$ cat config.mk
export PLATFORM = sky130hd
export DESIGN_NAME = inc_reg_bank
export DESIGN_NICKNAME = d
export VERILOG_FILES = /design/src/rtl/inc_reg_bank.sv
export SDC_FILE = /design/constraint.sdc
export NUM_CORES = 1
export LEC_CHECK = 0
export CELL_PAD_IN_SITES_DETAIL_PLACEMENT = 1
export CELL_PAD_IN_SITES_GLOBAL_PLACEMENT = 1
export CORE_MARGIN = 2
export CORE_UTILIZATION = 46
export CTS_CLUSTER_SIZE = 10
export DETAILED_ROUTE_END_ITERATION = 10
export GPL_TIMING_DRIVEN = 0
export PLACE_DENSITY = 0.86
export SKIP_LAST_GASP = 1
export SLEW_MARGIN = 40
export SYNTH_ARGS = -nofsm -noshare
export SYNTH_HDL_FRONTEND = slang
export SYNTH_SLANG_ARGS = --single-unit
$ cat constraint.sdc
create_clock -name clk -period 6.95 [get_ports clk]
set_input_delay 1.0425 -clock clk [delete_from_list [all_inputs] [get_ports clk]]
set_output_delay 1.0425 -clock clk [all_outputs]
set_load 0.03 [all_outputs]
$ cat src/rtl/inc_reg_bank.sv
// Bank of NUM_REGS address/counter registers with per-register limit, wrap detect, load and clear.
// Define INC_SAT_EN to saturate at the limit instead of wrapping to zero.
module inc_reg_bank #(
    parameter int unsigned NUM_REGS = 7,
    parameter int unsigned WIDTH    = 8,
    parameter int unsigned STEP_W   = 4,
    localparam int unsigned IdxW    = (NUM_REGS > 1) ? $clog2(NUM_REGS) : 1
) (
    input  logic                      clk,
    input  logic                      rst,
    input  logic                      inc_en,
    input  logic [NUM_REGS-1:0]       inc_sel,
    input  logic [STEP_W-1:0]         inc_step,
    input  logic                      ld_en,
    input  logic [IdxW-1:0]           ld_idx,
    input  logic                      ld_tgt,
    input  logic [WIDTH-1:0]          ld_data,
    input  logic [NUM_REGS-1:0]       clr_sel,
    output logic [NUM_REGS*WIDTH-1:0] reg_out,
    output logic [NUM_REGS-1:0]       wrap_pulse,
    output logic                      any_wrap
);

    logic [WIDTH-1:0]    val_q [NUM_REGS];
    logic [WIDTH-1:0]    val_d [NUM_REGS];
    logic [WIDTH-1:0]    lim_q [NUM_REGS];
    logic [WIDTH-1:0]    lim_d [NUM_REGS];
    logic [WIDTH:0]      sum   [NUM_REGS];
    logic [NUM_REGS-1:0] ld_hit;
    logic [NUM_REGS-1:0] wrap_d;
    logic [NUM_REGS-1:0] wrap_q;
    logic                any_wrap_q;

    always_comb begin
        for (int i = 0; i < NUM_REGS; i++) begin
            // Out-of-range ld_idx matches no register, so invalid loads fall away here.
            ld_hit[i] = ld_en && (ld_idx == IdxW'(i));
            sum[i]    = {1'b0, val_q[i]} + (WIDTH + 1)'(inc_step);
            val_d[i]  = val_q[i];
            lim_d[i]  = lim_q[i];
            wrap_d[i] = 1'b0;
            if (clr_sel[i]) begin
                val_d[i] = '0;
            end else if (ld_hit[i] && !ld_tgt) begin
                val_d[i] = ld_data;
            end else begin
                // A limit load coexists with an increment, which still sees the old limit.
                if (ld_hit[i] && ld_tgt) begin
                    lim_d[i] = ld_data;
                end
                if (inc_en && inc_sel[i]) begin
                    if (sum[i] > {1'b0, lim_q[i]}) begin
`ifdef INC_SAT_EN
                        val_d[i] = lim_q[i];
`else
                        val_d[i] = '0;
`endif
                        wrap_d[i] = 1'b1;
                    end else begin
                        val_d[i] = sum[i][WIDTH-1:0];
                    end
                end
            end
        end
    end

    always_ff @(posedge clk) begin
        if (rst) begin
            for (int i = 0; i < NUM_REGS; i++) begin
                val_q[i] <= '0;
                lim_q[i] <= '1;
            end
            wrap_q     <= '0;
            any_wrap_q <= 1'b0;
        end else begin
            for (int i = 0; i < NUM_REGS; i++) begin
                val_q[i] <= val_d[i];
                lim_q[i] <= lim_d[i];
            end
            wrap_q     <= wrap_d;
            any_wrap_q <= |wrap_d;
        end
    end

    always_comb begin
        reg_out = '0;
        for (int i = 0; i < NUM_REGS; i++) begin
            reg_out[i*WIDTH +: WIDTH] = val_q[i];
        end
    end

    assign wrap_pulse = wrap_q;
    assign any_wrap   = any_wrap_q;

endmodule

Yosys cells after proc, flatten, opt, wreduce, memory -nomap -nowiden
Memories as Yosys holds them, arrays and structs flattened.
Index checks and enable logic that the tools add are counted.

operators by class
  $add $sub $neg = 7
  order comparisons = 7
  equal/unequal tests = 6
  multiplexer cells = 94
  bitwise operators = 14
  reductions and logical operators = 31

operators by type and width
  cell                                            count
  2-to-1 mux 8 bit                                63
  adder 8 x 4 -> 9 bit                            7
  > comparator 9 x 8 -> 1 bit                     7
  2-to-1 mux 1 bit                                31
  logical AND 1 bit                               28
  bitwise OR 1 bit                                14
  == test 3 bit (second input constant)           3
  OR reduction 7 bit                              1
  == test 3 x 2 -> 1 bit (second input constant)  2
  == test 3 x 1 -> 1 bit (second input constant)  1
  zero test 3 bit                                 1
  zero test 1 bit                                 1

word-level totals
  register bits after elaboration = 8
  bits in writable memories = 112
  output and inout bits = 64
  memories = 2

memories
  name   depth  bits a word  read ports  clocked after memory_dff  write ports  RTL line  RTL
  lim_q  7      8            7           0                         7            26        logic [WIDTH-1:0] lim_q [NUM_REGS];
  val_q  7      8            7           0                         7            24        logic [WIDTH-1:0] val_q [NUM_REGS];

Depth between registers and ports, before layout
  depth after elaboration = 7
  gate-level depth with buffers = 13
  mapped depth without buffers = 13

Worst setup path before layout
Ideal clock, no wire load.

  path kind = input to register
  from = in inc_step[0]
  to = mem val_q[6][5]
  library setup time = 0.074 ns
  data arrival time = 3.921 ns
  required time = 6.876 ns
  path slack = 2.955 ns
  cell stages on the path = 13
  buffers on the path = 0
  cell sequence = ha_1 > fa_1 > a21o_1 > a21oi_1 > nor2_1 > xor2_1 > ha_1 > a211oi_1 > o21ai_1 > or3_4 > a2111oi_4 > o21ai_1 > a31oi_1

RTL lines
  element             RTL line  RTL
  start: declaration  13        input logic [STEP_W-1:0] inc_step,
  end: declaration    24

Worst setup path after layout
  from = in inc_step[0]
  to = reg any_wrap_q (netlist: any_wrap)

on the way
  cells in the longest elaborated chain, start to end = 7
  elaborated cells on any way between the ends = 43
  classes of those cells = 7 x add/sub; 7 x order compare; 28 x mux; 1 x reduce/logical

RTL lines
  element                      RTL line  RTL
  adder 8 x 4 -> 9 bit         38        sum[i] = {1'b0, val_q[i]} + (WIDTH + 1)'(inc_step);
  > comparator 9 x 8 -> 1 bit  52        if (sum[i] > {1'b0, lim_q[i]}) begin
  2-to-1 mux 1 bit             52
  2-to-1 mux 1 bit             51        if (inc_en && inc_sel[i]) begin
  2-to-1 mux 1 bit             44        end else if (ld_hit[i] && !ld_tgt) begin
  2-to-1 mux 1 bit             42        if (clr_sel[i]) begin
  OR reduction 7 bit (*)       81        any_wrap_q <= |wrap_d;
  end signal: assignment       81
  end: declaration             32        logic any_wrap_q;

Every way passes the cells marked *; elsewhere a longest branch is shown, timed or not.
A chain may end at the register's enable or synchronous reset.

==> results.md <==
- Rel. slew slack: 0.400
- First-pass GRT wire length: around 44 mm
- Largest area contributor in the netlist: dfxtp_1
- TritonCTS Buffers: 17
- Most frequent CP cell: ha_1
- Synth top cells by count: 120 x dfxtp_1, 108 x nand2_1, 84 x ha_1, 78 x nor2_1, 70 x nand3_1
- Post-synth ARST share: 0
- DR vias/cell: slightly above 6
- Status: finished clean
- Routed Antenna Nets: 0
- Sequential share of power: 0.397
- Pre-antenna DRT Iters: 5
- Hold Path Class: reg -> reg
- CP Buf/Inv Count: 1
- Gpl congestion: approximately 0.92
- Synth area leaders: dfxtp_1 31%, ha_1 13%, a211o_1 6.5%
- Max-cap viol count: 0
- IO Pins: 98
- Comb power frac: 0.128
- CTS H-tree depth: 4
- CP cell instances: clkdlybuf4s50_1 > ha_1 > fa_1 > a21o_1 > a21oi_1 > nor2_1 > xor2_1 > ha_1 > a2111oi_2 > o221ai_1 > and3_1 > o21ai_0 > o221a_2 > a41oi_1
- WP data required: between 7000 and 8000 ps
- Clk pin slew, worst setup/hold paths: 60 ps
- Mapped Cells: approximately 950
- Worst path max stage delay: between 700 and 800 ps
- Total track usage: 0.314
- Ant. Diodes: 0
- Net count, final: ~1,200
- Most frequent cell after synthesis: dfxtp_1
- Synthesized Nets: about 1,100
- Max Slew Vio Count: 0
- Max Clk Rate: 0.195 GHz
- PwrDens: 185 nW/um^2
- Die Y: ~130 um
- Worst Path Class, Setup: in -> reg
- Slew @ Worst Pin: between 800 and 900 ps
- Die W: 134 um
- Flops & latches, synth: 120
- Crit path DAT: approximately 5400 ps
- Vias in the first global route: slightly below 8,000
- Mapped cell area: just under 8000 um^2
- FP Rows: 47
- Leak: approximately 4.2 nW
- Initial Util: 0.471
- Pint: 1.28 mW
- Die area: about 18,000 um^2
- Starting DRT DRC Count: 552
- Post-CTS Hold Buffers: 0
- Clk_lat worst skew: approximately 430 ps
- Pin count of the biggest net entering global routing: 17
- Deepest clock path buffer count: 2
- CP max-delay cell: clkdlybuf4s50_1
- Clock Sinks: 120
- Number of flops mapped to enable cells by yosys: 0
- Routed WL: approximately 28 mm
- Congestion Overflow GR: 0
- Top_reg_cell synth: dfxtp_1
- CTS tree: built
- Setup TNS: 0 ps
- Number of remaining DRC errors: 0
- Post-synth cell types: just over 60
- Final worst path period need: roughly 5100 ps
- Layout cells sized above 1: 0.0835
- Worst Setup End Kind: flip-flop
- Clock power share: 0.475
- Hold_ws: 519 ps
- Crit share post-route: 0.738
- Sw Share: 0.280
- Synth top area share: 0.307
- Peak supply drop: approximately 170 uV
- # fillers: about 2,000
- Ys Warns: 0
- Worst-path fanout max: 7
- Cts repair resizes: 0
- Top delay family on crit path: compound AO/OA/AOI/OAI gates
- Net Sw Power: between 0.4 and 0.5 mW
- Clock skew: a little under 8 ps
- Vias post-DR: 7,870
- Detail Placement HPWL: a little under 20 mm
- Setup Fix Bufs, Post-CTS: 0
- CP Launch Type: primary input
- CTS root buf: clkbuf_16
- Final hold violations: 0
- Register area share after synthesis: 0.307
- Setup-failing EPs final: 0
- Antenna violations before repair: 0
- Port Buf Inserts: 96
- Area Growth Syn to Fin: 23.1%
- Core ar.: 16,600 um^2
- Unrepaired setup endpoints after global routing: no
- Per-cell routed wire length: about 22 um
- Avg Cell Area, Syn: 8.22 um^2
[cell usage in the layout (no fill, tap or decap), types with 12 or more instances in the layout]
cell	synthesis	routed
dfxtp_1	120	120
nand2_1	108	108
clkdlybuf4s50_1	0	95
ha_1	84	84
nor2_1	78	78
nand3_1	70	70
inv_1	69	69
a211o_1	58	58
a31oi_1	51	51
a21oi_1	33	33
a21o_1	25	25
nor3_1	23	23
xor2_1	21	21
or2_2	21	21
clkbuf_1	22	19
o21ai_0	17	17
clkbuf_16	0	17
o21a_1	16	16
nand4_1	13	13
nor2b_1	12	12
[layout make-up]
type,count,area (um^2),share of cell area
clock buffer,19,453,0.0471
multi-input combinational,723,5000,0.520
inverter,69,259,0.0269
tap,220,275,0.0286
sequential,120,2400,0.250
buffer,39,163,0.0169
timing repair buffer,96,956,0.0994
clock inverter,12,104,0.0108
[flip-flops by register name (all words and copies together) (netlist names)]
register and cells:
val_q 56, any_wrap 1, lim_q 56, wrap_pulse 7
[stage by stage]
stage	power (mW)	worst slack, ps	cell area, um^2	util	std cells
floorplan	0.843	2950	7810	-	951
global placement	0.931	1370	9050	0.546	1267
detailed placement	0.938	1580	9060	0.546	1267
CTS	1.78	1910	9610	0.580	1298
global route	1.84	1700	9620	0.580	1298
finish	1.78	1820	9620	0.580	1298
[per-layer routing]
layer  up-vias  GRT usage  routed length (um)
li1       3674          -                   -
met1      3849      0.394               12000
met2       271      0.530               13400
met3        76     0.0567                1590
met4         0      0.137                1030
met5         -          0                   0
[cells by family after synthesis]
logic type / synth area share
AO/OA/AOI/OAI: 0.222
XOR/XNOR: 0.0314
adder cells (fa/ha/maj): 0.152
buffers and inverters: 0.0535
flip-flops: 0.307
AND/OR/NAND/NOR: 0.233
[worst paths after layout]
path               start  slack [ps]  depth (start not counted)           to
max          inc_step[0]        1820                         14     any_wrap
max reg2reg  val_q[1][0]        2980                         13     any_wrap
min reg2reg  val_q[5][0]         520                          2  val_q[5][0]
min          val_q[5][0]         520                          2  val_q[5][0]
[worst min-delay path, delay by kind of cell (launching register included)]
kind,cells,cell delay (ps)
AOI/OAI and AO/OA,1,70
DFF,1,320
and+or+nand+nor,1,70
[power groups by stage]
stage                     logic, mW  registers [mW]  clock network (mW)
after global placement        0.211           0.721                   0
after floorplan               0.113           0.730                   0
after global routing          0.243           0.707               0.885
after detailed placement      0.217           0.721                   0
final                         0.227           0.706               0.846
after CTS                     0.223           0.706               0.848
Note: power is estimated with default switching activity, not from simulation.
